## src/rtl/note_keymap_ctrl_if.sv

```systemverilog
// note_keymap_ctrl_if: groups the mode/submit/key inputs and the lookup and
// teach-status outputs of note_keymap_ctrl into a single bundle.
//   master : drives mode, submit, note_key, lookup_key; reads all status
//   slave  : the keymap controller itself
// Signals:
//   mode[MODE_W]        current global mode
//   submit              debounced submit button level
//   note_key[NUM_KEYS]  held note keys (bit i = key i)
//   lookup_key[NUM_KEYS] key vector to translate on the play path
//   lookup_note[IDX_W]  mapped note index (registered)
//   lookup_valid        lookup_key was exactly one-hot
//   setting             teach session in progress
//   slot[IDX_W]         next note slot to be assigned
//   done                session completed and committed
//   err_dup / err_multi one-cycle error pulses
interface note_keymap_ctrl_if #(
    parameter int NUM_KEYS = 7,
    parameter int MODE_W   = 3
) ();
    localparam int IDX_W = $clog2(NUM_KEYS);

    logic [MODE_W-1:0]   mode;
    logic                submit;
    logic [NUM_KEYS-1:0] note_key;
    logic [NUM_KEYS-1:0] lookup_key;
    logic [IDX_W-1:0]    lookup_note;
    logic                lookup_valid;
    logic                setting;
    logic [IDX_W-1:0]    slot;
    logic                done;
    logic                err_dup;
    logic                err_multi;

    modport master (
        output mode, submit, note_key, lookup_key,
        input  lookup_note, lookup_valid, setting, slot, done, err_dup, err_multi
    );

    modport slave (
        input  mode, submit, note_key, lookup_key,
        output lookup_note, lookup_valid, setting, slot, done, err_dup, err_multi
    );
endinterface

```

## src/rtl/note_keymap_ctrl.sv

```systemverilog
// note_keymap_ctrl: teaches a user-defined key -> note mapping. In set mode
// every submit press assigns the single held key to the next note slot in a
// shadow table; the shadow is committed to the active table on the edge that
// fills the last slot, and dropped if set mode is left first. The active
// table drives a registered one-cycle key -> note lookup in every mode.
// Ports:
//   clk    system clock
//   rst_n  synchronous active-low reset (identity mapping, IDLE)
//   bus    note_keymap_ctrl_if.slave (mode/submit/keys in, lookup/status out)
module note_keymap_ctrl #(
    parameter int                NUM_KEYS = 7,
    parameter int                MODE_W   = 3,
    parameter logic [MODE_W-1:0] SET_MODE = 3'd1
) (
    input  logic                 clk,
    input  logic                 rst_n,
    note_keymap_ctrl_if.slave    bus
);
    localparam int IDX_W = $clog2(NUM_KEYS);
    localparam logic [IDX_W-1:0] LAST_SLOT = IDX_W'(NUM_KEYS - 1);

    localparam logic [1:0] ST_IDLE  = 2'd0;
    localparam logic [1:0] ST_ARMED = 2'd1;
    localparam logic [1:0] ST_DONE  = 2'd2;

    // Position of the set bit; only meaningful when the vector is one-hot.
    function automatic logic [IDX_W-1:0] onehot_idx(input logic [NUM_KEYS-1:0] v);
        logic [IDX_W-1:0] idx;
        idx = '0;
        for (int i = 0; i < NUM_KEYS; i++) begin
            if (v[i]) idx = IDX_W'(i);
        end
        return idx;
    endfunction

    function automatic logic is_onehot(input logic [NUM_KEYS-1:0] v);
        return ($countones(v) == 1);
    endfunction

    logic [1:0]          state_q, state_d;
    logic [IDX_W-1:0]    slot_q, slot_d;
    logic [NUM_KEYS-1:0] assigned_q, assigned_d;
    logic [IDX_W-1:0]    shadow_q [NUM_KEYS];
    logic [IDX_W-1:0]    shadow_d [NUM_KEYS];
    logic [IDX_W-1:0]    active_q [NUM_KEYS];
    logic [IDX_W-1:0]    active_d [NUM_KEYS];
    logic                submit_q;
    logic [MODE_W-1:0]   mode_q;
    logic                err_dup_q, err_dup_d;
    logic                err_multi_q, err_multi_d;
    logic                lookup_valid_q, lookup_valid_d;
    logic [IDX_W-1:0]    lookup_note_q, lookup_note_d;

    logic                sub_edge, enter, leave;
    logic [IDX_W-1:0]    key_k;

    assign sub_edge = bus.submit & ~submit_q;
    assign enter    = (bus.mode == SET_MODE) && (mode_q != SET_MODE);
    assign leave    = (bus.mode != SET_MODE) && (mode_q == SET_MODE);
    assign key_k    = onehot_idx(bus.note_key);

    always_comb begin
        state_d     = state_q;
        slot_d      = slot_q;
        assigned_d  = assigned_q;
        shadow_d    = shadow_q;
        active_d    = active_q;
        err_dup_d   = 1'b0;
        err_multi_d = 1'b0;

        case (state_q)
            ST_IDLE: begin
                // A submit edge coinciding with entry is deliberately ignored.
                if (enter) begin
                    state_d    = ST_ARMED;
                    slot_d     = '0;
                    assigned_d = '0;
                end
            end
            ST_ARMED: begin
                // Leaving has priority over a simultaneous submit; the shadow
                // is simply never committed, which is the abort.
                if (leave) begin
                    state_d = ST_IDLE;
                    slot_d  = '0;
                end else if (sub_edge) begin
                    if (!is_onehot(bus.note_key)) begin
                        err_multi_d = 1'b1;
                    end else if (assigned_q[key_k]) begin
                        err_dup_d = 1'b1;
                    end else begin
                        shadow_d[key_k]   = slot_q;
                        assigned_d[key_k] = 1'b1;
                        if (slot_q == LAST_SLOT) begin
                            // Commit includes the write made on this same edge.
                            state_d  = ST_DONE;
                            active_d = shadow_d;
                        end else begin
                            slot_d = slot_q + 1'b1;
                        end
                    end
                end
            end
            ST_DONE: begin
                if (leave) begin
                    state_d = ST_IDLE;
                    slot_d  = '0;
                end
            end
            default: begin
                state_d = ST_IDLE;
                slot_d  = '0;
            end
        endcase

        // Lookup reads the pre-commit table, so the new mapping shows a cycle later.
        lookup_valid_d = is_onehot(bus.lookup_key);
        lookup_note_d  = lookup_valid_d ? active_q[onehot_idx(bus.lookup_key)] : '0;
    end

    always_ff @(posedge clk) begin
        if (!rst_n) begin
            state_q        <= ST_IDLE;
            slot_q         <= '0;
            assigned_q     <= '0;
            submit_q       <= 1'b1;
            mode_q         <= ~SET_MODE;
            err_dup_q      <= 1'b0;
            err_multi_q    <= 1'b0;
            lookup_valid_q <= 1'b0;
            lookup_note_q  <= '0;
            for (int i = 0; i < NUM_KEYS; i++) begin
                active_q[i] <= IDX_W'(i);
                shadow_q[i] <= '0;
            end
        end else begin
            state_q        <= state_d;
            slot_q         <= slot_d;
            assigned_q     <= assigned_d;
            submit_q       <= bus.submit;
            mode_q         <= bus.mode;
            err_dup_q      <= err_dup_d;
            err_multi_q    <= err_multi_d;
            lookup_valid_q <= lookup_valid_d;
            lookup_note_q  <= lookup_note_d;
            active_q       <= active_d;
            shadow_q       <= shadow_d;
        end
    end

    assign bus.setting      = (state_q == ST_ARMED);
    assign bus.done         = (state_q == ST_DONE);
    assign bus.slot         = slot_q;
    assign bus.err_dup      = err_dup_q;
    assign bus.err_multi    = err_multi_q;
    assign bus.lookup_valid = lookup_valid_q;
    assign bus.lookup_note  = lookup_note_q;
endmodule
```

## src/flat_wrapper.sv

```systemverilog
// flat-port wrapper written by rule: the top's interface ports become plain ports
module note_keymap_ctrl_flat 
#(
    parameter int                NUM_KEYS = 7,
    parameter int                MODE_W   = 3,
    parameter logic [MODE_W-1:0] SET_MODE = 3'd1
)
  (clk, rst_n, bus_mode, bus_submit, bus_note_key, bus_lookup_key, bus_lookup_note, bus_lookup_valid, bus_setting, bus_slot, bus_done, bus_err_dup, bus_err_multi);
  note_keymap_ctrl_if #(.NUM_KEYS(NUM_KEYS), .MODE_W(MODE_W)) bus_i ();
  input  logic clk;
  input  logic rst_n;
  input wire logic [$bits(bus_i.mode)-1:0] bus_mode;
  input wire logic [$bits(bus_i.submit)-1:0] bus_submit;
  input wire logic [$bits(bus_i.note_key)-1:0] bus_note_key;
  input wire logic [$bits(bus_i.lookup_key)-1:0] bus_lookup_key;
  output wire logic [$bits(bus_i.lookup_note)-1:0] bus_lookup_note;
  output wire logic [$bits(bus_i.lookup_valid)-1:0] bus_lookup_valid;
  output wire logic [$bits(bus_i.setting)-1:0] bus_setting;
  output wire logic [$bits(bus_i.slot)-1:0] bus_slot;
  output wire logic [$bits(bus_i.done)-1:0] bus_done;
  output wire logic [$bits(bus_i.err_dup)-1:0] bus_err_dup;
  output wire logic [$bits(bus_i.err_multi)-1:0] bus_err_multi;
  assign bus_i.mode = bus_mode;
  assign bus_i.submit = bus_submit;
  assign bus_i.note_key = bus_note_key;
  assign bus_i.lookup_key = bus_lookup_key;
  assign bus_lookup_note = bus_i.lookup_note;
  assign bus_lookup_valid = bus_i.lookup_valid;
  assign bus_setting = bus_i.setting;
  assign bus_slot = bus_i.slot;
  assign bus_done = bus_i.done;
  assign bus_err_dup = bus_i.err_dup;
  assign bus_err_multi = bus_i.err_multi;
  note_keymap_ctrl #(.NUM_KEYS(NUM_KEYS), .MODE_W(MODE_W), .SET_MODE(SET_MODE)) u_core (.clk(clk), .rst_n(rst_n), .bus(bus_i));
endmodule
```

## config.mk

```make
export PLATFORM = sky130hd
export DESIGN_NAME = note_keymap_ctrl_flat
export DESIGN_NICKNAME = d
export VERILOG_FILES = /design/src/rtl/note_keymap_ctrl_if.sv /design/src/rtl/note_keymap_ctrl.sv /design/src/flat_wrapper.sv
export SDC_FILE = /design/constraint.sdc
export NUM_CORES = 1
export LEC_CHECK = 0
export ABC_AREA = 0
export CAP_MARGIN = 10
export CORE_MARGIN = 5
export CORE_UTILIZATION = 55
export DETAILED_ROUTE_END_ITERATION = 8
export GPL_ROUTABILITY_DRIVEN = 0
export PLACE_DENSITY_LB_ADDON = 0.2
export SETUP_SLACK_MARGIN = 0.05
export SLEW_MARGIN = 10
export SYNTH_ARGS = -nofsm -noshare
export SYNTH_HDL_FRONTEND = slang
export SYNTH_SLANG_ARGS = --single-unit
export TNS_END_PERCENT = 5
```

## constraint.sdc

```tcl
create_clock -name clk -period 6 [get_ports clk]
set_clock_uncertainty 0.2 [all_clocks]
set_input_delay 1.5 -clock clk [delete_from_list [all_inputs] [get_ports clk]]
set_output_delay 1.5 -clock clk [all_outputs]
set_load 0.005 [all_outputs]
```

After elaboration in Yosys (flattened, before gate mapping)
Cells that the tools add are included.
{"block": "word_totals", "reg_bits": 64, "latchBits": 0, "mem_bits_rw": 0, "mem_bits_ro": 0, "inputBits": 20, "out_inout_bits": 11, "word_cells": 132, "mem_count": 0}
{"block": "op_classes", "n_addsub": 13, "multipliers": 0, "n_div": 0, "n_lt_le_gt_ge": 5, "eq_ne": 20, "shifts": 0, "n_mux": 46, "n_bitwise": 11, "n_reduce_logical": 14}
{"op": "$add 32x32->32", "count": 4}
{"op": "$add 32x1->32", "count": 2}
{"op": "$eq 32x2->1 const B", "count": 2}
{"op": "$mux 3", "count": 16}
{"op": "$mux 7", "count": 5}
{"op": "$reduce_and 6->1", "count": 4}
{"op": "$mux 2", "count": 11}
{"op": "$bwmux 21", "count": 1}
{"op": "$ne 3x1->1 const B", "count": 5}
{"op": "$pmux 7 s2", "count": 1}
{"op": "$add 1x1->2", "count": 6}
{"op": "$bmux 3 s3", "count": 1}
{"op": "$demux 3 s3", "count": 1}
{"op": "$pmux 3 s3", "count": 1}
{"op": "$ge 4x4->1 const B", "count": 2}
{"op": "$ne 2x1->1 const B", "count": 4}
{"op": "$not 3->4", "count": 2}
{"op": "$not 1->1", "count": 7}
{"op": "$or 7x7->7", "count": 1}
{"op": "$eq 3x1->1 const B", "count": 2}
{"op": "$mux 1", "count": 6}
{"op": "$ne 3x2->1 const B", "count": 2}
{"op": "$pmux 2 s3", "count": 1}
{"op": "$reduce_and 5->1", "count": 1}
{"op": "other kinds (17)", "count": 21}

Logic depth before layout (Yosys ltp)
Gate-level depths: netlist (run 1).
{"block": "depth", "word_depth": 16, "depth_mapped": 16, "ltp_nobuf": 14}

Worst setup path before layout (run 1)
Ideal clock, no wire load.
{"block": "synth_path", "path_kind": "input-to-reg", "from": "input port bus_note_key[3]", "to": "register u_core.active_q[1] (netlist name)", "setup_ns": 0.128, "arrival_time_ns": 4.745, "path_slack_ns": 0.927, "path_stages": 16, "n_path_buf": 2, "cell_sequence": "inv_1 > ha_1 > inv_1 > fa_1 > inv_1 > ha_1 > inv_1 > fa_1 > a2111oi_0 > o211ai_1 > or4_1 > clkbuf_1 > nor4_4 > buf_4 > mux2i_1 > nand2_1"}
{"block": "synth_via", "elab_chain_len": 10, "elab_cells_between_ends": 19, "classes_between": "add/sub (3); order compare (2); eq/ne (1); mux (9); bitwise (2); reduce/logical (2)"}
{"element": "start, declared", "line_no": "flat_wrapper.sv:14", "source": "input wire logic [$bits(bus_i.note_key)-1:0] bus_note_key;"}
{"element": "parallel branches: the longest is 10 deep, another holds $add 32x32->32"}
{"element": "end signal, assigned by index", "line_no": "note_keymap_ctrl.sv:133", "source": "active_q[i] <= IDX_W'(i);"}
{"element": "end signal, assigned", "line_no": "note_keymap_ctrl.sv:146", "source": "active_q <= active_d;"}
{"element": "end, declared", "line_no": "note_keymap_ctrl.sv:45", "source": "logic [IDX_W-1:0] active_q [NUM_KEYS];"}
Parallel ways; which one is timed is not known. The select of a mux whose other input is x is not followed.
A chain may end at the register's enable or synchronous reset.

Worst setup path after layout (run 1)
{"block": "layout_path", "from": "input port bus_note_key[3]", "to": "register u_core.active_q[5] (netlist name)"}
Same word-level chain as after synthesis.

==> results.md, run 1 <==
- Clock Path Buffers: 2
- Synth Cell Area: 3560 um2
- Initial core utilization: 0.564
- Final slew viol count: 0
- CP max stage delay: 0.67 ns
- Ports: 31
- Largest family of logic cells by synthesized area: simple AND/OR/NAND/NOR gates
- CP arrival: 5.54 ns
- Hold_buf cts: 0
- Final Setup Violations: 0
- Die area: 8190 um2
- Routed Wire Length: 8070 um
- Post-DP HPWL: 5960 um
- CP dominant cell by count: inv_1
- Critical-path top delay cell: a2111oi_0
- Root cell of the clock tree: clkbuf_8
- DRT iter0 DRCs: 133
- Layout cell share with drive strength beyond 1: 0.143
- Core area: 6310 um2
- Pleak: 0.00152 uW
- Pin count of the biggest net entering global routing: 42
- Fmax: 181 MHz
- Max-slew headroom: 0.459
- Vias per cell: 5.72
- Final worst-path cycle share: 0.922
- Reg power frac: 0.440
- Final Hold Viols: 0
- Gr ovfl total: 0
- First-pass GRT wire length: 13,500 um
- Outcome: finished, final reports clean
- GRT Util Overall: 0.206
- Post-synth EDFFs: 0
- Worst hold path class: reg -> reg
- Maximum vdd ir drop: 203 uV
- Adder-cell area share of the yosys netlist: 0.0899
- Port Buffers: 30
- Syn. warnings: 0
- Seq/Total Area, Yosys: 0.360
- Compound-cell area share of the yosys netlist: 0.120
- DRT Pass-1 Iters: 7
- H-tree depth: 3
- Internal power: 722 uW
- Post-synth ARST share: 0
- Row cnt: 29
- FF+latch count, synth: 64
- Post-Route Utilization: 0.656
- Unrepaired setup endpoints after global routing: no
- Sw Share: 0.263
- Max Cap Viol: 0
- Max FO, Critical Path: 5
- DRC Markers: 0
- CTS Buf Count: 9
- Worst-margin pin slew: 0.791 ns
- Initial antenna violation count: 0
- Dpl ws: 0.221 ns
- Die H: 90.5 um
- Power Density: 237 nW/um2
- Synthesized area per cell: 9.55 um2
- Nets: 444
- Clock network power share: 0.425
- Comb pwr share: 0.134
- Critical Path End Type: register
- Worst-Skew Late Latency: 0.35 ns
- Switching pwr: 258 uW
- Crit-path cells: clkdlybuf4s50_1 -> inv_1 -> ha_1 -> inv_1 -> fa_1 -> inv_1 -> ha_1 -> inv_1 -> fa_1 -> a2111oi_0 -> o211ai_1 -> or4_1 -> a2111oi_0 -> o21ai_1
- Mux share of post-synthesis cell area: 0.173
- Predominant post-synthesis flop cell: dfxtp_1
- Vias in the first global route: 2,775
- XOR/XNOR share of the synthesized area: 0
- Clock Sinks: 64
- WS Path Type: in -> reg
- Simple-gate area share of the yosys netlist: 0.197
- Critical Path RT: 6.01 ns
- Post-Synthesis Cells: 373
- CTS tree: yes
- Final worst slack: 0.469 ns
- Die span in x: 90.5 um
- Period minus WS final: 5.53 ns
- Antenna Nets Post-Route: 0
- Hold Slack: 0.257 ns
- Via count: 2,768
- Startpoint types: input port
- Setup TNS: 0 ns
- Reg clk slew, reported paths: 0.07 ns
- Post-CTS Setup Bufs: 0
- Wire per inst: 16.7 um
- Synth cell types: 48
- Area Growth Syn to Fin: 16.2%
- Fillers: 529
- Post-synth net total: 415
- # resized after CTS: 0
- Diode count: 0
==> stage by stage <==
stage	total power, uW	cells	cell area, um2
6_report	979	484	4140
3_3_place_gp	569	468	3920
4_1_cts	987	484	4140
3_5_place_dp	571	468	3920
5_1_grt	1020	484	4140
2_1_floorplan	528	373	3560
==> synthesized netlist by cell type, types with 3 or more instances <==
cell	n	area, um2
dfxtp_1	64	1280
nand2_1	43	161
mux2i_1	38	380
inv_1	34	128
mux2_2	20	225
nor2_1	18	67.6
ha_1	16	200
a21oi_1	15	75.1
o21a_1	10	75.1
clkbuf_1	9	33.8
nand3_1	8	40.0
nor4_4	8	170
o21ai_0	8	40.0
nor3_1	7	35.0
fa_1	6	120
nand2b_1	6	37.5
nor2b_1	5	31.3
o21ai_1	5	25.0
nor3b_1	4	30.0
o31ai_1	4	30.0
a221oi_1	3	26.3
buf_2	3	15.0
nor4_1	3	18.8
o22ai_1	3	18.8
or2_2	3	18.8
or3_4	3	33.8
==> placed cells by master (no fill, tap or decap), drive strengths merged, types with 5 or more instances in the layout <==
master / instances
dfxtp: 64
nand2: 43
mux2i: 38
inv: 35
clkdlybuf4s50: 30
mux2: 21
nor2: 18
ha: 16
a21oi: 15
o21ai: 13
nor4: 11
o21a: 10
clkbuf: 10
nand3: 8
nor3: 7
nand2b: 6
fa: 6
nor2b: 5
==> sequential cells by signal (all words and copies together), names as in the netlist <==
name	cells
u_core.mode_q	3
u_core.assigned_q	7
u_core.submit_q	1
u_core.bus.lookup_valid	1
u_core.active_q	21
u_core.bus.lookup_note	3
u_core.state_q	2
u_core.bus.err_multi	1
u_core.shadow_q	21
u_core.bus.err_dup	1
u_core.bus.slot	3
==> path summary, 6_finish.rpt <==
kind | from | endpoint | slack, ns | cells past startpoint
max | bus_note_key[3] | u_core.active_q[5] | 0.47 | 14
min reg2reg | u_core.shadow_q[16] | u_core.shadow_q[16] | 0.26 | 2
max reg2reg | u_core.bus.slot[1] | u_core.active_q[5] | 3.31 | 5
min | u_core.shadow_q[16] | u_core.shadow_q[16] | 0.26 | 2
==> worst max-delay path, delay by kind of cell <==
kind	cells	cell delay [ns]
compound gates	4	1.37
fa+ha+maj	4	1.22
simple gates	1	0.63
buf+inv	5	0.80
==> routing by layer <==
| layer | part of all wire | GRT usage | vias to the layer above |
|---|---|---|---|
| met4 | 0.019 | 0.0782 | 0 |
| met1 | 0.46 | 0.257 | 1319 |
| met2 | 0.48 | 0.332 | 77 |
| li1 | - | - | 1358 |
| met3 | 0.049 | 0.0642 | 14 |
| met5 | 0 | 0 | - |
==> power by group through the flow <==
stage                     registers [uW]  clock network (uW)  logic, uW
after floorplan                      441                   0       87.2
after detailed placement             441                   0        130
after CTS                            431                 424        132
after global routing                 432                 446        148
final                                431                 417        132
after global placement               441                   0        128
==> cell families (layout without fill, tap and decap cells) <==
family | Yosys count | count (layout)
AND/OR/NAND/NOR | 116 | 116
flip-flops | 64 | 64
AO/OA/AOI/OAI | 61 | 61
multiplexers | 59 | 59
buffers and inverters | 51 | 85
adder cells (fa/ha/maj) | 22 | 22
==> final cells by class <==
type	count	area, um2	area share
Clock inverter	6	92.6	0.0224
Tap cell	77	96.3	0.0233
Clock buffer	10	128	0.0308
Sequential cell	64	1280	0.309
Timing Repair Buffer	34	343	0.0828
Multi-Input combinational cell	258	2070	0.500
Inverter	35	131	0.0317
(Power assumes the default switching activity.)
==> inputs of run 2 (changes only) <==
- ABC_AREA: 0 -> 1
- CELL_PAD_IN_SITES_DETAIL_PLACEMENT: not set -> 1
- CELL_PAD_IN_SITES_GLOBAL_PLACEMENT: not set -> 1
- CORE_UTILIZATION: 55 -> 42
- GPL_ROUTABILITY_DRIVEN: 0 -> not set
==> run 2 against run 1 <==
Combinational power up 27%; sequential power grew 4%; non-clock buffer count fell by 1; sequential share of layout area grew 1.3 points; routed wire length increased by 12%; register-to-register slack about the same; worst hold slack lost 0.0052 ns; critical endpoint is now u_core.active_q[20]; largest cell class unchanged.
==> results.md, run 2 <==
- Synth top cells by count: nand2_1, dfxtp_1, inv_1, nor2_1, o21ai_0
- Startpoint types: input port
- Vias in the first global route: 3,362
- Vias per cell: 5.26
- Die H: 100 um
- Post-synth net total: 507
- Ports: 31
- Post-synth ARST share: 0
- Power Density: 251 nW/um2
- Gr ovfl total: 0
- Unrepaired setup endpoints after global routing: no
- Final Power: 995 uW
- Critical-path top delay cell: clkdlybuf4s50_1
- Most frequent cells in the layout: nand2_1, dfxtp_1, inv_1
- CP dominant cell by count: inv_1
- FF-to-FF path depth: 8
- Nets: 536
- Top Registers: u_core.active_q: 21 flops, u_core.shadow_q: 21 flops, u_core.assigned_q: 7 flops
- Post-Synthesis Cells: 465
- CP delay by family, top: adder cells
- Post-CTS Setup Bufs: 0
- Max FO, Critical Path: 21
- Predominant post-synthesis flop cell: dfxtp_1
- CP arrival: 4.89 ns
- Worst-Skew Late Latency: 0.34 ns
- Port Buffers: 30
- Gpl congestion: 0.797
- Worst hold path class: reg -> reg
- DRT iter0 DRCs: 110
- Yosys top cell by area: dfxtp_1
- Placed inst area: 3770 um2
- CTS tree: yes
- Fmax: 205 MHz
- Maximum vdd ir drop: 146 uV
- GRT Util Overall: 0.191
- Crit-path cells: clkdlybuf4s50_1 -> inv_2 -> ha_1 -> inv_1 -> fa_1 -> inv_1 -> ha_1 -> inv_1 -> fa_1 -> nand2_1 -> inv_1 -> nand4_1 -> nor2_1 -> nand3_2 -> nor2_2 -> inv_2 -> o21ai_1 -> nor2_1
- Largest cells by area after synthesis: dfxtp_1, nand2_1, inv_1, ha_1, o21ai_0
- # resized after CTS: 0
- Synth cell types: 32
- Max-slew headroom: 0.470
- Design area: 3970 um2
- Wire per inst: 15.1 um
- Post-synth top area share: 0.376
- Area Growth Syn to Fin: 16.3%
- Final slew viol count: 0
- RR Endpoint: u_core.bus.slot[0]
- Diode count: 0
- Post-Route Utilization: 0.508
- Critical Path RT: 6.02 ns
- Pleak: 0.00176 uW
- Row cnt: 32
- H-tree depth: 3
- Root cell of the clock tree: clkbuf_8
- Clock Path Buffers: 2
- WS Path Type: in -> reg
- Post-DP HPWL: 6870 um
- Buffers & Inverters on Critical Path: 7
- Period minus WS final: 4.87 ns
- Crit path from: bus_note_key[2]
- Critical Path End: u_core.active_q[20]
- Initial core utilization: 0.437
- Post-synth EDFFs: 0
- Clock Sinks: 64
- Most frequent cell after synthesis: nand2_1
- RR Startpoint: u_core.bus.slot[0]
- Routed Wire Length: 9070 um
- Critical Path End Type: register
- Final Hold Viols: 0
- Hold_buf cts: 0
- Seq/Total Area, Yosys: 0.376
- Critical path depth: 18
- FF+latch count, synth: 64
- CTS Buf Count: 9
- Die area: 10,000 um2
- Final Setup Violations: 0
- Setup TNS: 0 ns
- Via count: 3,160
- Commonest non-fill, non-tap cell in the layout: nand2_1
- Max Cap Viol: 0
- Layout cell share with drive strength beyond 1: 0.0962
- Final worst-path cycle share: 0.812
- DRT Pass-1 Iters: 4
- Core area: 7810 um2
- Synthesized area per cell: 7.33 um2
- CP max stage delay: 0.50 ns
- R2r setup slk: 3.30 ns
- Antenna Nets Post-Route: 0
- Die span in x: 100 um
- Syn. warnings: 0
- First-pass GRT wire length: 15,300 um
- DRC Markers: 0
- Pin count of the biggest net entering global routing: 23
- Worst-margin pin slew: 0.793 ns
- Reg clk slew, reported paths: 0.07 ns
- Initial antenna violation count: 0
- Outcome: finished, final reports clean
- Synth Cell Area: 3410 um2
[run 2: cell types whose count changed after synthesis, sizes merged, moves of 8 or more]
cell   before  now
inv        34   68
mux2       21    0
nand3       8   16
a21oi      15   36
nand2      43  108
mux2i      38    0
o21ai      13   49
nor4       11    0
nor2       18   50
o21a       10    0
[run 2: area by class of cell]
cell class	instances	area (um2)
Sequential cell	64	1280
Clock inverter	5	56.3
Clock buffer	11	141
Multi-Input combinational cell	316	1770
Fill cell	1003	3840
Inverter	70	268
Tap cell	102	128
Timing Repair Buffer	33	323
[run 2: tightest hold or removal path, stage by stage (launching register included)]
cell and delay, ns:
dfxtp_1 0.30, inv_1 0.06, a21oi_1 0.05
[run 2: metal layers]
metal  up-vias  wire (um)  track usage
li1       1570          -            -
met1      1524       4040        0.222
met2        46       4540        0.343
met3        20        267       0.0403
met4         0        226       0.0736
met5         -          0            0
[run 2: through the flow]
step,setup WS [ns],std cells,hold slack [ns]
floorplan,1.79,465,0.224
finish,1.13,601,0.252
detailed placement,0.792,585,0.242
CTS,1.13,601,0.253
global placement,0.940,585,0.232
global route,0.872,601,0.286
[run 2: how the worst min path moves through the flow]
stage,start,end,slack (ns),cells past startpoint
floorplan,u_core.active_q[10],u_core.active_q[10],0.22,2
global placement,u_core.shadow_q[20],u_core.shadow_q[20],0.23,2
detailed placement,u_core.shadow_q[8],u_core.shadow_q[8],0.24,2
CTS,u_core.shadow_q[8],u_core.shadow_q[8],0.25,2
global route,u_core.shadow_q[5],u_core.shadow_q[5],0.29,2
finish,u_core.shadow_q[12],u_core.shadow_q[12],0.25,2
[run 2: cell families (layout without fill, tap and decap cells)]
family / Yosys count / after routing / synth area share
AND/OR/NAND/NOR: 186 / 186 / 0.237
AO/OA/AOI/OAI: 107 / 107 / 0.185
buffers and inverters: 85 / 119 / 0.105
flip-flops: 64 / 64 / 0.376
adder cells (fa/ha/maj): 22 / 22 / 0.0939
XOR/XNOR: 1 / 1 / 0.00257
[run 2: power breakdown]
group          total, uW  switching, uW  internal, uW  leakage (uW)
clock network        378            175           203     0.0000993
registers            449           13.5           436      0.000518
logic                168            100          67.5       0.00114
total                995            289           706       0.00176
==> patch: new RTL, settings of run 2 <==
`MODE_W` is set to 3 in 3 places; all go to 6.
--- a/src/rtl/note_keymap_ctrl_if.sv
+++ b/src/rtl/note_keymap_ctrl_if.sv
@@ -15,7 +15,7 @@
 //   err_dup / err_multi one-cycle error pulses
 interface note_keymap_ctrl_if #(
     parameter int NUM_KEYS = 7,
-    parameter int MODE_W   = 3
+    parameter int MODE_W   = 6
 ) ();
     localparam int IDX_W = $clog2(NUM_KEYS);
 
--- a/src/rtl/note_keymap_ctrl.sv
+++ b/src/rtl/note_keymap_ctrl.sv
@@ -9,7 +9,7 @@
 //   bus    note_keymap_ctrl_if.slave (mode/submit/keys in, lookup/status out)
 module note_keymap_ctrl #(
     parameter int                NUM_KEYS = 7,
-    parameter int                MODE_W   = 3,
+    parameter int                MODE_W   = 6,
     parameter logic [MODE_W-1:0] SET_MODE = 3'd1
 ) (
     input  logic                 clk,
--- a/src/flat_wrapper.sv
+++ b/src/flat_wrapper.sv
@@ -2,7 +2,7 @@
 module note_keymap_ctrl_flat 
 #(
     parameter int                NUM_KEYS = 7,
-    parameter int                MODE_W   = 3,
+    parameter int                MODE_W   = 6,
     parameter logic [MODE_W-1:0] SET_MODE = 3'd1
 )
   (clk, rst_n, bus_mode, bus_submit, bus_note_key, bus_lookup_key, bus_lookup_note, bus_lookup_valid, bus_setting, bus_slot, bus_done, bus_err_dup, bus_err_multi);
Interface: changed (resized bus_mode); port bits go from 31 to 34. The function was not compared with the original's and may differ.
==> patch against run 2 <==
  * Count of clock-buffer cells in the layout unchanged
  * Wire length up 4.1%
  * Sequential cell count up 3
  * Synthesized area up 5.7%
  * First-iteration DRC count down 65%
  * Clock power up 22%
  * Worst setup slack worse by 210 ps
  * Total power up 21%
  * Design area up 6.9%
  * Synthesized cell count up 11%
  * Combinational power up 57%
  * Critical path type unchanged
==> patch: results (changes against run 2) <==
Tot GR Track Use=0.193 (+0.00199); 1st-iter DRT viols=38 (-65%); vias=3,336 (+5.6%); VDD IR max=188 uV (+29%); status=complete, no violations; routability cong.=0.819 (+2.8%); number of global-route vias before repair=3,502 (+4.2%); Place WS=589 ps (-203 ps); Fill cells=1,064 (+6.1%); wire per inst=14.3 um (-5.0%); placed cell area=4000 sq um (+6.1%); WP data arrival=5130 ps (+240 ps); Mapped Cells=518 (+11%); largest net degree at the start of global routing=30 (+30%); first-pass GRT wire length=16,000 um (+4.5%); Final HPWL DP=7220 um (+5.2%); Mapped Nets=563 (+11%); delay-heaviest family, CP=simple AND/OR/NAND/NOR gates; LEAKAGE=2.02 nW (+15%); area delta synth->final=17.6%; PortBufs=33 (+10%); DR pass1 iterations=4 (unchanged); placed cell count=643 (+9.9%); post-synthesis sequential area ratio=0.372 (-0.00368); Critical Path Fanout Max=22 (+4.8%)
## patch: cell types whose count changed after synthesis, moves of 5 or more
cell     delta
nand2_1    +27
o21ai_1    -14
o21ai_0    +12
nor2_1      +5
o211a_1     -5
inv_1      +26
nand3_1     +6
## patch: path summary, 6_finish.rpt
kind,start,slack [ps],cells past startpoint,end
setup / recovery,bus_note_key[3],920,18,u_core.active_q[7]$_SDFFE_PN0P_
hold / removal,u_core.submit_q$_SDFF_PN1_,240,1,u_core.bus.err_multi$_SDFF_PP0_
setup reg to reg,u_core.bus.slot[0]$_SDFFE_PN0P_,3470,7,u_core.active_q[20]$_SDFFE_PN0P_
hold reg to reg,u_core.submit_q$_SDFF_PN1_,240,1,u_core.bus.err_multi$_SDFF_PP0_
## patch: area by class of cell
cell class	count	area share
multi-input combinational	344	0.433
sequential	67	0.316
timing repair buffer	35	0.0814
clock inverter	5	0.0236
tap	105	0.0310
inverter	92	0.0814
clock buffer	11	0.0333
## patch: kinds of logic (layout without fill, tap and decap cells)
| logic type | count (synthesis) | count (layout) | share of synthesized area |
|---|---|---|---|
| and+or+nand+nor | 225 | 225 | 0.277 |
| buffers and inverters | 107 | 143 | 0.119 |
| DFF | 67 | 67 | 0.372 |
| AOI/OAI and AO/OA | 97 | 97 | 0.144 |
| adders and majority gates | 22 | 22 | 0.0888 |
## patch: per-layer routing
metal  track usage  up-vias  share of wire
met2         0.355       44           0.51
li1              -     1691              -
met1         0.223     1590           0.45
met4        0.0464        0          0.011
met3        0.0487       11          0.027
met5             0        -              0
## patch: power by group
part / internal [mW] / leakage (nW) / switching (mW) / total, mW
clock: 0.286 / 0.123 / 0.174 / 0.460
combinational: 0.105 / 1.35 / 0.159 / 0.264
sequential: 0.463 / 0.543 / 0.0171 / 0.481
total: 0.854 / 2.02 / 0.350 / 1.20
